===== config.mk =====
export PLATFORM = sky130hd
export DESIGN_NAME = matrix_deserializer_flat
export DESIGN_NICKNAME = d
export VERILOG_FILES = /design/src/rtl/matrix_deserializer_if.sv /design/src/rtl/matrix_deserializer.sv /design/src/flat_wrapper.sv
export SDC_FILE = /design/constraint.sdc
export NUM_CORES = 1
export LEC_CHECK = 0
export ABC_AREA = 1
export ABC_CLOCK_PERIOD_IN_PS = 6450
export CAP_MARGIN = 20
export CORE_UTILIZATION = 42
export DETAILED_ROUTE_END_ITERATION = 8
export SYNTH_ARGS = -nofsm -noshare
export SYNTH_HDL_FRONTEND = slang
export SYNTH_SLANG_ARGS = --single-unit

===== constraint.sdc =====
create_clock -name clk -period 6.45 [get_ports clk]
set_input_delay 0.645 -clock clk [delete_from_list [all_inputs] [get_ports clk]]
set_output_delay 0.645 -clock clk [all_outputs]
set_load 0.02 [all_outputs]

===== src/rtl/matrix_deserializer_if.sv =====
// Element stream in, flat N*N matrix out, plus the framing-error pulse.
// slave is the deserializer's view; master is the producer/consumer view.
interface matrix_deserializer_if #(
  parameter int N     = 4,
  parameter int WIDTH = 8
);
  logic                   s_valid;
  logic                   s_ready;
  logic [WIDTH-1:0]       s_data;
  logic                   s_last;
  logic                   m_valid;
  logic                   m_ready;
  logic [N*N*WIDTH-1:0]   m_data;
  logic                   err_len;

  modport slave (
    input  s_valid, s_data, s_last, m_ready,
    output s_ready, m_valid, m_data, err_len
  );

  modport master (
    output s_valid, s_data, s_last, m_ready,
    input  s_ready, m_valid, m_data, err_len
  );
endinterface


===== src/rtl/matrix_deserializer.sv =====
// Row-major element stream into ping-pong N*N matrix banks; matrix valid the cycle after its last element.
// Backpressure: s_ready is a register that drops once both banks hold completed matrices.
module matrix_deserializer #(
  parameter int N     = 4,
  parameter int WIDTH = 8
) (
  input  logic                  clk,
  input  logic                  rstn,
  matrix_deserializer_if.slave  io
);
  localparam int NN = N * N;
  localparam int KW = (NN > 1) ? $clog2(NN) : 1;
  localparam int MW = NN * WIDTH;

  logic [KW-1:0]  k_q, k_d;
  logic [1:0]     occ_q, occ_d;
  logic           wr_bank_q, wr_bank_d;
  logic           rd_bank_q, rd_bank_d;
  logic           err_q, err_d;
  logic           rdy_q, rdy_d;
  logic [MW-1:0]  bank_q [2];

  logic           s_fire;
  logic           m_fire;
  logic           last_idx;
  logic           frame_done;

  always_comb begin
    s_fire     = io.s_valid && rdy_q;
    m_fire     = io.m_ready && (occ_q != 2'd0);
    last_idx   = (k_q == KW'(NN - 1));
    frame_done = s_fire && last_idx;

    k_d       = k_q;
    occ_d     = occ_q;
    wr_bank_d = wr_bank_q;
    rd_bank_d = rd_bank_q;

    if (s_fire) begin
      k_d = last_idx ? '0 : k_q + KW'(1);
    end
    if (frame_done) begin
      wr_bank_d = ~wr_bank_q;
    end
    if (m_fire) begin
      rd_bank_d = ~rd_bank_q;
    end

    case ({frame_done, m_fire})
      2'b10:   occ_d = occ_q + 2'd1;
      2'b01:   occ_d = occ_q - 2'd1;
      default: occ_d = occ_q;
    endcase

    // s_last only cross-checks the count; it never steers framing
    err_d = s_fire && (io.s_last != last_idx);
    rdy_d = (occ_d != 2'd2);
  end

  always_ff @(posedge clk) begin
    if (!rstn) begin
      k_q       <= '0;
      occ_q     <= 2'd0;
      wr_bank_q <= 1'b0;
      rd_bank_q <= 1'b0;
      err_q     <= 1'b0;
      rdy_q     <= 1'b0;
    end else begin
      k_q       <= k_d;
      occ_q     <= occ_d;
      wr_bank_q <= wr_bank_d;
      rd_bank_q <= rd_bank_d;
      err_q     <= err_d;
      rdy_q     <= rdy_d;
    end
  end

  // Bank storage is never cleared; m_valid qualifies it
  always_ff @(posedge clk) begin
    if (rstn && s_fire) begin
      bank_q[wr_bank_q][int'(k_q) * WIDTH +: WIDTH] <= io.s_data;
    end
  end

  assign io.s_ready = rdy_q;
  assign io.m_valid = (occ_q != 2'd0);
  assign io.m_data  = bank_q[rd_bank_q];
  assign io.err_len = err_q;

endmodule


===== src/flat_wrapper.sv =====
// flat-port wrapper written by rule: the top's interface ports become plain ports
module matrix_deserializer_flat 
#(
  parameter int N     = 4,
  parameter int WIDTH = 8
)
  (clk, rstn, io_s_valid, io_s_data, io_s_last, io_m_ready, io_s_ready, io_m_valid, io_m_data, io_err_len);
  matrix_deserializer_if #(.N(N), .WIDTH(WIDTH)) io_i ();
  input  logic clk;
  input  logic rstn;
  input wire logic [$bits(io_i.s_valid)-1:0] io_s_valid;
  input wire logic [$bits(io_i.s_data)-1:0] io_s_data;
  input wire logic [$bits(io_i.s_last)-1:0] io_s_last;
  input wire logic [$bits(io_i.m_ready)-1:0] io_m_ready;
  output wire logic [$bits(io_i.s_ready)-1:0] io_s_ready;
  output wire logic [$bits(io_i.m_valid)-1:0] io_m_valid;
  output wire logic [$bits(io_i.m_data)-1:0] io_m_data;
  output wire logic [$bits(io_i.err_len)-1:0] io_err_len;
  assign io_i.s_valid = io_s_valid;
  assign io_i.s_data = io_s_data;
  assign io_i.s_last = io_s_last;
  assign io_i.m_ready = io_m_ready;
  assign io_s_ready = io_i.s_ready;
  assign io_m_valid = io_i.m_valid;
  assign io_m_data = io_i.m_data;
  assign io_err_len = io_i.err_len;
  matrix_deserializer #(.N(N), .WIDTH(WIDTH)) u_core (.clk(clk), .rstn(rstn), .io(io_i));
endmodule

Yosys cells after proc, flatten, opt, wreduce, memory -nomap -nowiden --
Memories as Yosys holds them, arrays and structs flattened. A register that Yosys moved wholly into a read port is not among the register bits. Index checks and enable logic that the tools add are counted.
Word-level totals: memory bits (writable) 256, word-level logic and storage cells 32, output and inout port bits 131, input port bits 13, memories kept 1, register bits after elaboration 10
Memory list:
- u_core.bank_q | depth 2, bits a word 128, read ports 1, clocked after Yosys merged registers in 1, write ports 1, line matrix_deserializer.sv:21 | logic [MW-1:0] bank_q [2];
Cells by class: bitwise gates (word level) 2, shift operators 2, reduce and logical (&&, ||, !) cells 6, multiplexer cells 6, eq/ne operators 5, add/sub/neg operators 4
Operators with widths (number):
- 2-to-1 mux 128 bit | 1
- variable shift 8 x 33 -> 128 bit, first input constant | 1
- indexed part select 8 x 33 -> 128 bit | 1
- negation 7 -> 33 bit | 1
- logical AND 1 bit | 5
- adder 4 x 1 -> 4 bit, second input constant | 1
- equality test 4 bit, second input constant | 1
- 2-to-1 mux 4 bit | 1
- one-hot mux 2 bit (2 select lines) | 1
- 2-to-1 mux 1 bit | 3
- adder 2 x 1 -> 2 bit, second input constant | 1
- equality test 2 x 1 -> 1 bit, second input constant | 1
- equality test 2 bit, second input constant | 1
- inequality test 2 bit, second input constant | 1
- NOT 1 bit | 2
- nonzero test 2 bit | 1
- subtractor 2 x 1 -> 2 bit, second input constant | 1
- inequality test 1 bit | 1

Depth between registers and ports, before layout --
depth in word-level cells 5, depth in mapped cells 11, depth with buffers taken out 10

Worst setup path before layout --
Ideal clock, no wire load.
path kind register to register, start point register u_core.k_q[0], end point memory u_core.bank_q[0][120] (netlist name) (enable), slack 3662 ps, library setup time 383 ps, cell stages (with the launch flop) 9, clock period less this slack 2788 ps, path buffers 3, data arrival time 2405 ps, cells stage by stage dfxtp_1 buf_2 inv_2 buf_1 ha_1 clkinv_1 clkbuf_1 nand4_1 nor3_1
Between the ends: longest elaborated chain between the ends 3
Ends and longest elaborated chain:
- from (decl) | line matrix_deserializer.sv:15 | logic [KW-1:0] k_q, k_d;
- from (signal assigned) | line matrix_deserializer.sv:69 | k_q <= k_d;
- negation 7 -> 33 bit | line matrix_deserializer.sv:81 | bank_q[wr_bank_q][int'(k_q) * WIDTH +: WIDTH] <= io.s_data;
- variable shift 8 x 33 -> 128 bit | line matrix_deserializer.sv:81
- 2-to-1 mux 128 bit (implied by the code) | line matrix_deserializer.sv:81
- to (decl) | line matrix_deserializer.sv:21
Every way passes these cells.

Worst setup path after layout --
start point register u_core.k_q[2], end point memory u_core.bank_q[1][106] (netlist name) (enable)
The elaborated chain is that of the path after synthesis.

==> impl_metrics.json <==
{
  "holdBufCountCts": 0,
  "gp_congestion": 0.941,
  "wl_per_cell_um": 20.5,
  "drcViolationCount": 0,
  "netSwitchingPower_mw": 0.721,
  "start_util_pct": 42.8,
  "fin_crit_sh_pct": 62.0,
  "grt_pass1_vias": 6588,
  "cts_buffer_depth": 3,
  "antenna_found_initial": 0,
  "cts.sinks": 267,
  "leakage_nw": 4.37,
  "firstDrtPassIters": 5,
  "multi_input_area_um2": 2840,
  "yosys.area_share.simple_pct": 11.0,
  "synthCells": 787,
  "drtIter0Drc": 402,
  "cts-buffers-inserted": 27,
  "ir_drop_uv": 155,
  "combPwrFrac_pct": 3.6,
  "synth_compound_area_share_pct": 0.584,
  "crit_fanout": 35,
  "grt_overflow": 0,
  "root_buffer": "clkbuf_16",
  "synth.distinct_cells": 32,
  "dp_hpwl_mm": 19.0,
  "clkPwrFrac_pct": 42.1,
  "worstSetupPathType": "register to register",
  "synth_nets": 804,
  "start_kind": "register",
  "finalClockSkew_ps": 11.4,
  "layout.nets": 948,
  "core_um2": 26100,
  "worst_pin_slew_ps": 1090,
  "required_ps": 6600,
  "diodes": 0,
  "synth.area.top_cells": "edfxtp_1 (69%), mux2_2 (13%), nor2_1 (4.9%)",
  "power_mw": 3.47,
  "grt_pass1_wl_mm": 38.4,
  "grt_use_total_pct": 19.3,
  "ff_latch_area_um2": 7910,
  "cts_setup_buffers": 0,
  "viasPerCell": 5.22,
  "synthMuxAreaShare_pct": 12.9,
  "synth_fa_ha_area_share_pct": 0.449,
  "min_path_type": "register to register",
  "synth_top_family_by_area": "multiplexers",
  "io_buffers": 143,
  "final.setup.tns_ps": 0,
  "cts_resized": 0,
  "io-pin-count": 144,
  "rows": 59,
  "nFillCells": 2212,
  "antenna_left": 0,
  "swShare_pct": 20.8,
  "p_seq_share_pct": 54.2,
  "utilization_pct": 52.6,
  "grt_max_degree": 51,
  "fp.dieW_um": 165,
  "yosysTopAreaCell": "edfxtp_1",
  "arrival_ps": 4150,
  "stdcell_area_um2": 13700,
  "htreeDepth": 1,
  "die_y_um": 165,
  "clkTransAtPathRegs_ps": 70,
  "drv_cap": 0,
  "drive_gt1_share_pct": 20.3,
  "slew_viol_final": 0,
  "fmax_mhz": 250,
  "ys_seq_elements": 267,
  "ys_seq_area_share_pct": 70.9,
  "dieArea_um2": 27200,
  "syn_avg_cell_area_um2": 14.2,
  "cts_tree": "built",
  "crit_path_end_kind": "register",
  "status": "finished clean",
  "clk_latency_ps": 530,
  "synth_warnings": 0,
  "final_cell_mix": "edfxtp_1 (256), nor2_1 (147), clkdlybuf4s50_1 (143)",
  "rsz0062_at_grt": "false",
  "totalWireLength_mm": 26.3,
  "area_growth_pct": 23.0,
  "relSlewSlack_pct": 27.0,
  "power_density_nw_per_um2": 253,
  "final_common_cell": "edfxtp_1",
  "p_int_mw": 2.75,
  "hold_viol_final": 0,
  "synthXorXnorAreaFrac_pct": 0.561,
  "dpl-instance-area_um2": 12800,
  "synth_top_area_share_pct": 68.9,
  "syn-cell-area_um2": 11100,
  "num_vias": 6708,
  "finalCriticalPeriod_ps": 4000,
  "report.final.setup_viol": 0
}
cells by family after synthesis:
kind of cell,count (synthesis)
AND/OR/NAND/NOR,277
flip-flops,267
multiplexers,128
buffers and inverters,94
AO/OA/AOI/OAI,12
XOR/XNOR,5
adder cells (fa/ha/maj),4
sequential cells by signal, summed over array words and instances (netlist names), named ones only:
signal and count:
u_core.k_q 4, u_core.io.s_ready 1, u_core.wr_bank_q 1, u_core.io.err_len 1, u_core.occ_q 2, u_core.rd_bank_q 1, u_core.bank_q 256
power by group through the flow:
stage	Combinational [mW]	Sequential, mW	Clock (mW)
finish	0.126	1.88	1.46
global route	0.136	1.88	1.54
CTS	0.125	1.88	1.48
detailed placement	0.125	1.92	0
global placement	0.123	1.92	0
floorplan	0.0876	1.92	0
metrics by stage:
step | setup slack [ps] | instances | hold slack [ps]
after floorplan | 3660 | 787 | 425
after global placement | 2540 | 1228 | 427
after CTS | 2370 | 1277 | 441
after global routing | 2180 | 1286 | 479
final | 2450 | 1286 | 442
after detailed placement | 2410 | 1228 | 430
worst max-delay path, stage by stage (launching register included):
cell	delay, ps
dfxtp_1	420
nor3_2	310
ha_1	670
inv_2	710
nand2_1	160
nor2_1	180
nand2_1	230
nor3_1	930
synthesized netlist by cell type (all sizes together):
cell and instances:
ha 4, nor4 8, xor2 4, a21oi 7, clkbuf 15, o21ai 3
mux2 128, buf 26, clkinv 2, edfxtp 256, o211ai 2, dfxtp 11
nor3 46, nor2 149, nand3 8, xnor2 1, nand2 51, inv 51
or2 3, nand4 12
path summary, 6_finish.rpt:
kind | from | slack (ps) | endpoint | cells after the start
worst max-delay path | u_core.k_q[2]$_SDFFE_PN0P_ | 2450 | u_core.bank_q[1][106]$_DFFE_PP_ | 7
worst min-delay path | u_core.rd_bank_q$_SDFFE_PN0P_ | 440 | register | 1
worst max register to register | u_core.k_q[2]$_SDFFE_PN0P_ | 2450 | u_core.bank_q[1][106]$_DFFE_PP_ | 7
worst min register to register | u_core.rd_bank_q$_SDFFE_PN0P_ | 440 | register | 1
final cells by class:
cell class / count / share of cell area [%]
clock inverter: 17 / 0.921
inverter: 53 / 1.46
multi-input combinational: 426 / 20.7
timing repair buffer: 156 / 11.1
sequential: 267 / 57.7
clock buffer: 32 / 5.06
tap: 335 / 3.06
metal layers:
metal | track usage (%) | routed length, um | up-vias
li1 | - | - | 3112
met1 | 26.7 | 11500 | 3285
met2 | 30.4 | 12200 | 256
met3 | 3.79 | 1770 | 55
met4 | 7.01 | 844 | 0
met5 | 0 | 0 | -
Power figures use the tool's default switching activity.
